===== src/rtl/nibble_add_seq.sv =====
// Multi-nibble binary/BCD add sequencer: one shared 4-bit ripple adder,
// one nibble per cycle, plus a +6 correction pass per decimal nibble that needs it.

module nibble_add4 (
    input  logic [3:0] x,
    input  logic [3:0] y,
    input  logic       ci,
    output logic [3:0] s,
    output logic       co
);
    logic [4:0] c;

    always_comb begin
        c[0] = ci;
        for (int i = 0; i < 4; i++) begin
            s[i]   = x[i] ^ y[i] ^ c[i];
            c[i+1] = (x[i] & y[i]) | (c[i] & (x[i] ^ y[i]));
        end
        co = c[4];
    end
endmodule

// state | meaning
// IDLE  | waiting for start; operands latched on accept
// ADD   | add opa/opb nibble idx with running carry
// ADJ   | decimal +6 correction of raw nibble rn
// DONE  | one-cycle done pulse, result valid
module nibble_add_seq #(
    parameter int NIBBLES = 4,
    parameter int W       = 4 * NIBBLES
) (
    input  logic         clk,
    input  logic         rst_n,
    input  logic         start,
    input  logic         dec,
    input  logic [W-1:0] a,
    input  logic [W-1:0] b,
    input  logic         cin,
    output logic [W-1:0] sum,
    output logic         cout,
    output logic         busy,
    output logic         done
);
    localparam int IW = (NIBBLES > 1) ? $clog2(NIBBLES) : 1;
    localparam logic [IW-1:0] LAST = IW'(NIBBLES - 1);

    typedef enum logic [1:0] {
        IDLE = 2'd0,
        ADD  = 2'd1,
        ADJ  = 2'd2,
        DONE = 2'd3
    } state_t;

    state_t        state;
    logic [W-1:0]  opa;
    logic [W-1:0]  opb;
    logic          carry;
    logic          dec_r;
    logic [IW-1:0] idx;
    logic [3:0]    rn;

    logic [3:0]    add_x;
    logic [3:0]    add_y;
    logic          add_ci;
    logic [3:0]    add_s;
    logic          add_co;
    logic          need_adj;
    logic          last;

    nibble_add4 u_add (
        .x  (add_x),
        .y  (add_y),
        .ci (add_ci),
        .s  (add_s),
        .co (add_co)
    );

    always_comb begin
        add_x  = opa[{idx, 2'b00} +: 4];
        add_y  = opb[{idx, 2'b00} +: 4];
        add_ci = carry;
        if (state == ADJ) begin
            add_x  = rn;
            add_y  = 4'h6;
            add_ci = 1'b0;
        end
    end

    // A carry out of the nibble also needs correction (e.g. 9+9 = 0x12).
    assign need_adj = dec_r && ((add_s > 4'd9) || add_co);
    assign last     = (idx == LAST);

    always_ff @(posedge clk) begin
        if (!rst_n) begin
            state <= IDLE;
            opa   <= '0;
            opb   <= '0;
            carry <= 1'b0;
            dec_r <= 1'b0;
            idx   <= '0;
            rn    <= 4'h0;
            sum   <= '0;
            cout  <= 1'b0;
            busy  <= 1'b0;
            done  <= 1'b0;
        end else begin
            done <= 1'b0;
            case (state)
                IDLE: begin
                    if (start) begin
                        opa   <= a;
                        opb   <= b;
                        carry <= cin;
                        dec_r <= dec;
                        idx   <= '0;
                        sum   <= '0;
                        cout  <= 1'b0;
                        busy  <= 1'b1;
                        state <= ADD;
                    end
                end
                ADD: begin
                    if (need_adj) begin
                        rn    <= add_s;
                        state <= ADJ;
                    end else begin
                        sum[{idx, 2'b00} +: 4] <= add_s;
                        carry <= add_co;
                        if (last) begin
                            cout  <= add_co;
                            busy  <= 1'b0;
                            done  <= 1'b1;
                            state <= DONE;
                        end else begin
                            idx <= idx + 1'b1;
                        end
                    end
                end
                ADJ: begin
                    sum[{idx, 2'b00} +: 4] <= add_s;
                    carry <= 1'b1;
                    if (last) begin
                        cout  <= 1'b1;
                        busy  <= 1'b0;
                        done  <= 1'b1;
                        state <= DONE;
                    end else begin
                        idx   <= idx + 1'b1;
                        state <= ADD;
                    end
                end
                DONE: begin
                    state <= IDLE;
                end
                default: state <= IDLE;
            endcase
        end
    end
endmodule


===== config.mk =====
export PLATFORM = sky130hd
export DESIGN_NAME = nibble_add_seq
export DESIGN_NICKNAME = d
export VERILOG_FILES = /design/src/rtl/nibble_add_seq.sv
export SDC_FILE = /design/constraint.sdc
export NUM_CORES = 1
export LEC_CHECK = 0
export BUFFER_PORTS_ARGS = -buffer_cell sky130_fd_sc_hd__buf_2
export CORE_MARGIN = 2
export CORE_UTILIZATION = 55
export CTS_BUF_LIST = sky130_fd_sc_hd__clkbuf_16
export DETAILED_ROUTE_END_ITERATION = 8
export PLACE_DENSITY = 0.79
export SYNTH_ARGS = -nofsm -noshare
export SYNTH_HDL_FRONTEND = slang
export SYNTH_HIERARCHICAL = 1
export SYNTH_SLANG_ARGS = --single-unit

===== constraint.sdc =====
create_clock -name clk -period 5.4 [get_ports clk]
set_clock_uncertainty 0.2 [all_clocks]
set_input_delay 0.54 -clock clk [delete_from_list [all_inputs] [get_ports clk]]
set_output_delay 0.54 -clock clk [all_outputs]
set_load 0.02 [all_outputs]

== Word-level counts from Yosys, hierarchy flattened ==
Index checks and enable logic that the tools add are counted.
Word-level totals
  register bits after elaboration: 61
  input port bits: 37
Operators by class
  add/subtract/negate cells: 2
  magnitude comparators: 1
  equal/unequal tests: 9
  shifts and indexed selects: 4
  mux-type cells: 31
  bitwise logic cells: 20
  reduce and logical (&&, ||, !) cells: 9
Operators with widths (count)
  one-hot mux 16 bit (3 select lines): 1
  two-way mux 16 bit: 2
  indexed part select 16 x 5 -> 4 bit: 2
  bitwise mux 16 bit: 1
  variable shift 4 x 6 -> 16 bit, first input constant: 1
  indexed part select 4 x 6 -> 16 bit: 1
  two-way mux 2 bit: 7
  two-way mux 1 bit: 12
  one-hot mux 1 bit (3 select lines): 3
  bitwise AND 1 bit: 8
  two-way mux 4 bit: 2
  inequality test 2 bit, second input constant: 4
  one-hot mux 2 bit (4 select lines): 1
  XOR 1 bit: 8
  == test 2 bit, second input constant: 3
  negator 4 -> 6 bit: 1
  one-hot mux 2 bit (3 select lines): 1
  AND reduction 2 bit: 3
  AND reduction 5 bit: 1
  greater-than comparator 4 bit, second input constant: 1
  OR 1 bit: 4
  inequality test 3 bit, second input constant: 1
  AND reduction 3 bit: 1
  nonzero test 3 bit: 1
  other kinds (6): 6

== Longest topological paths before layout ==
  depth after elaboration: 15
  mapped depth: 19

== Hierarchy ==
The synthesis kept the hierarchy.
Modules (own cells, without submodules)
  nibble_add_seq: instances 1, cells an instance 341, area an instance 2862.7 µm², sequential area each 1221.2 µm²
  nibble_add4: instances 1, cells an instance 14, area an instance 117.6 µm², sequential area each 0.0 µm²

== Least setup slack after synthesis ==
No wires, ideal clock.
  kind: reg2reg
  start point: reg idx[0]
  end point: reg idx[1]
  library setup time: 92 ps
  arrival: 3671 ps
  path slack: 1437 ps
  stages on the path, launching flop included: 16
  path buffers: 1
  path through: dfxtp_1 -> buf_4 -> mux4_2 -> and2_1 -> fa_1 -> inv_1 -> fa_1 -> inv_1 -> fa_1 -> inv_1 -> fa_1 -> inv_1 -> o21ai_1 -> o311ai_0 -> a21oi_1 -> o32ai_1
On the way
  word-level cells in the longest chain between the ends: 15
Ends and longest elaborated chain
  start: declaration: line 59  | logic [IW-1:0] idx;
  start signal: assignment: line 135  | idx <= idx + 1'b1;
  start signal: assignment: line 148  | idx <= idx + 1'b1;
  indexed part select 16 x 5 -> 4 bit (*): line 80  | add_y = opb[{idx, 2'b00} +: 4];
  two-way mux 4 bit (*): line 82  | if (state == ADJ) begin
  via add_y[0]: line 63  | logic [3:0] add_y;
  XOR 1 bit: line 17  | c[i+1] = (x[i] & y[i]) | (c[i] & (x[i] ^ y[i]));
  bitwise AND 1 bit: line 17
  OR 1 bit (*): line 17
  bitwise AND 1 bit (*): line 17
  OR 1 bit (*): line 17
  bitwise AND 1 bit (*): line 17
  OR 1 bit (*): line 17
  XOR 1 bit (*): line 16  | s[i] = x[i] ^ y[i] ^ c[i];
  via add_s[3]: line 65  | logic [3:0] add_s;
  greater-than comparator 4 bit (*): line 90  | assign need_adj = dec_r && ((add_s > 4'd9) || add_co);
  logical OR 1 bit (*): line 90
  logical AND 1 bit (*): line 90
  inequality test 2 bit (no line) (*)
  AND reduction 3 bit (no line) (*)
The timed path passes the listed nets; every way through them passes the cells marked *. The select of a mux whose other input is x is not followed.
A chain may end at the register's enable or synchronous reset.

== Worst setup path in the final report ==
  start point: reg idx[0]
  end point: reg sum[4]
On the way
  word-level cells in the longest chain between the ends: 15
Ends and longest elaborated chain
  indexed part select 16 x 5 -> 4 bit (*): line 80
  two-way mux 4 bit (*): line 82
  via add_y[0]: line 63
  XOR 1 bit: line 17
  bitwise AND 1 bit: line 17
  OR 1 bit (*): line 17
  bitwise AND 1 bit (*): line 17
  OR 1 bit (*): line 17
  bitwise AND 1 bit (*): line 17
  OR 1 bit (*): line 17
  XOR 1 bit (*): line 16
  via add_s[3]: line 65
  greater-than comparator 4 bit: line 90
  logical OR 1 bit: line 90
  logical AND 1 bit: line 90
  inequality test 2 bit (no line)
  AND reduction 3 bit (no line)
  end signal: indexed assignment: line 127  | sum[{idx, 2'b00} +: 4] <= add_s;
  end signal: indexed assignment: line 140  | sum[{idx, 2'b00} +: 4] <= add_s;
  end: declaration: line 39  | output logic [W-1:0] sum,
Marked as above.

==> impl_metrics.ini <==
[synth]
ys_ff_latch = 61
syn_inst = 355
synth_edf_count = 0
ys_seq_area_frac = 0.410
yosysUniqueCellTypes = 33
yosys-top-cells-area = dfxtp_1 41%, nand2_1 13%, mux2i_1 7.1%, a21oi_1 6.0%, mux4_2 6.0%
yosys_warnings = 6
yosys_most_used_dff = dfxtp_1
synthArstFlopShare = 0
syn_nets = 404
synthesis.area_sq_mm = 0.00298
post_synth.cell_area_avg_sq_um = 8.40
synth_top_cell_by_area = dfxtp_1
synth_top_area_frac = 0.410

[final_layout]
n_antenna_cell = 0
area_delta_synth_final_pct = 20.1
nets = 451
layout-drive-gt1-share = 0.214

[clock_network]
cts_setup_buffers = 0
cts.sinks = 61
insertion_delay_ns = 0.33
h-tree-depth = 3
ctsLongestPathBuffers = 2
path_clk_slew_ns = 0.05
cts_made_buffers = 9
cts_hold_buf = 0
cts.root.buffer_cell = clkbuf_16
tritoncts = built
cts_resized = 0

[pwr]
power_density_mw_per_mm2 = 405
vdd_ir_drop_max_mv = 0.258
p_leak_nw = 1.53
total_power_mw = 1.45

[global_route]
overflow = 0
antenna_found_initial = 0
grt_pass1_wl_um = 11600
grt_max_degree = 44
grt_pass1_vias = 2471
grtUsageTotal = 0.244

[sta]
fin_tns_setup_ns = 0
max_freq_mhz = 214
worst_slack_ns = 0.721
slew_viol_final = 0
fin_crit_sh = 0.866
rsz0062_at_grt = false
relSlewSlack = 0.282
period_needed_ns = 4.68
hold_viol_final = 0
setup_viol = 0
worstMarginPinSlew_ns = 1.08

[route]
drt_first_pass_iters = 4
detail-route-antenna-nets = 0
routed_wl_um = 6750
viasPerCell = 5.50
first_iter_violations = 231
drcViolationCount = 0
wl_per_cell_um = 14.1
dr_total_vias = 2622

[die]
initial_core_util = 0.576
die_area_sq_mm = 0.00602
coreArea_sq_mm = 0.00517
die_w_um = 77.6
die_y_um = 77.6
io_pins = 56
rows = 26

[critical_path]
setup.worst_path.class = reg2reg
crit_path_max_fanout = 13
critPathMaxStageDelay_ns = 0.71
critPathLaunchType = flip-flop
path_cells = mux4_2, and2_1, fa_1, inv_1, fa_1, inv_1, fa_1, inv_1, fa_1, inv_1, o21ai_1, nor3_2, buf_4, or3_1, mux2i_1
crit_arrival_ns = 4.74
worstPathRequired_ns = 5.46
crit_path_end_kind = flip-flop
cp_slowest_cell = dfxtp_1

[placed_design]
place_ws_ns = 0.718
routabilityCongestion = 0.916
numPortBuffers = 55
dpl.hpwl_um = 4580

[run]
cap_violations = 0

[hold_path]
hp-class = in2reg

[status]
run_status = finished, final reports clean
## logic make-up after synthesis
family                     share of synthesized area
AOI/OAI and AO/OA                              0.117
adders and majority gates                     0.0605
buffers and inverters                         0.0579
DFF                                            0.410
muxes                                          0.131
and+or+nand+nor                                0.224
## path summary, 6_finish.rpt
kind / startpoint / to / slack (ns) / cells after the start
hold reg to reg: sum[8]$_SDFFE_PN0P_ / sum[8]$_SDFFE_PN0P_ / 0.25 / 2
hold / removal: b[9] / opb[9]$_SDFFE_PN0P_ / 0.25 / 3
setup reg to reg: idx[0]$_SDFFE_PN0P_ / sum[4]$_SDFFE_PN0P_ / 0.72 / 15
setup / recovery: idx[0]$_SDFFE_PN0P_ / sum[4]$_SDFFE_PN0P_ / 0.72 / 15
## synthesized netlist by cell type (2+ instances only)
cell,number
o21ai_0,8
o32ai_1,2
or3_1,2
and2_1,3
nand3_1,15
o311ai_0,3
mux2i_1,21
o41ai_1,2
mux4_2,8
fa_1,4
clkbuf_1,20
nor2b_1,3
nor3_1,5
nor2_1,7
nand2b_1,4
nand2_1,107
inv_1,20
dfxtp_1,61
nor3_2,3
or2_2,2
ha_1,8
a21oi_1,36
## state kept, by name (all words and copies together), names as in the netlist, 2 cells and up
register	count
opa	16
opb	16
sum	16
rn	4
idx	2
state	2
## per-stage QoR
stage                     std cells  utilization  hold WS [ns]  cell area (sq um)
after floorplan                 355            -         0.233               2980
after detailed placement        461        0.633         0.247               3270
final                           477        0.692         0.245               3580
after global placement          461        0.633         0.242               3270
after CTS                       477        0.692         0.240               3580
after global routing            477        0.692         0.250               3580
## report_power, final
part	total (mW)	internal, mW	leakage [nW]	switching (mW)
combinational	0.342	0.132	0.868	0.210
clock	0.593	0.397	0.162	0.196
sequential	0.516	0.487	0.498	0.0291
total	1.45	1.02	1.53	0.434
## critical path: cells and delay by family (launching register included)
family,cells,cell delay [ns]
AOI/OAI and AO/OA,1,0.14
adders and majority gates,4,1.35
buffers and inverters,5,0.63
DFF,1,0.71
muxes,2,0.80
and+or+nand+nor,3,0.78
## routing by layer
metal	wire, um	vias up	track usage
li1	-	1285	-
met5	0	-	0
met2	3320	99	0.395
met3	364	19	0.0616
met4	161	0	0.113
met1	2900	1219	0.306
## cells in the final DEF, fill, tap and decap left out, drive strengths merged, types with 4 or more instances in the layout
cell type    n
clkinv       4
buf         58
nand3       15
nor3         9
mux4         8
clkbuf       9
mux2i       21
ha           8
a21oi       36
o21ai        9
inv         22
nor2         7
dfxtp       61
nand2      107
nand2b       4
fa           4
## area by class of cell
cell class,instances,area [sq um]
sequential,61,1220
timing repair buffer,58,298
clock inverter,7,82.6
fill,413,1590
clock buffer,9,225
multi-input combinational,251,1590
inverter,21,78.8
tap,70,87.6
No activity file was read; power rests on OpenSTA's default activity.
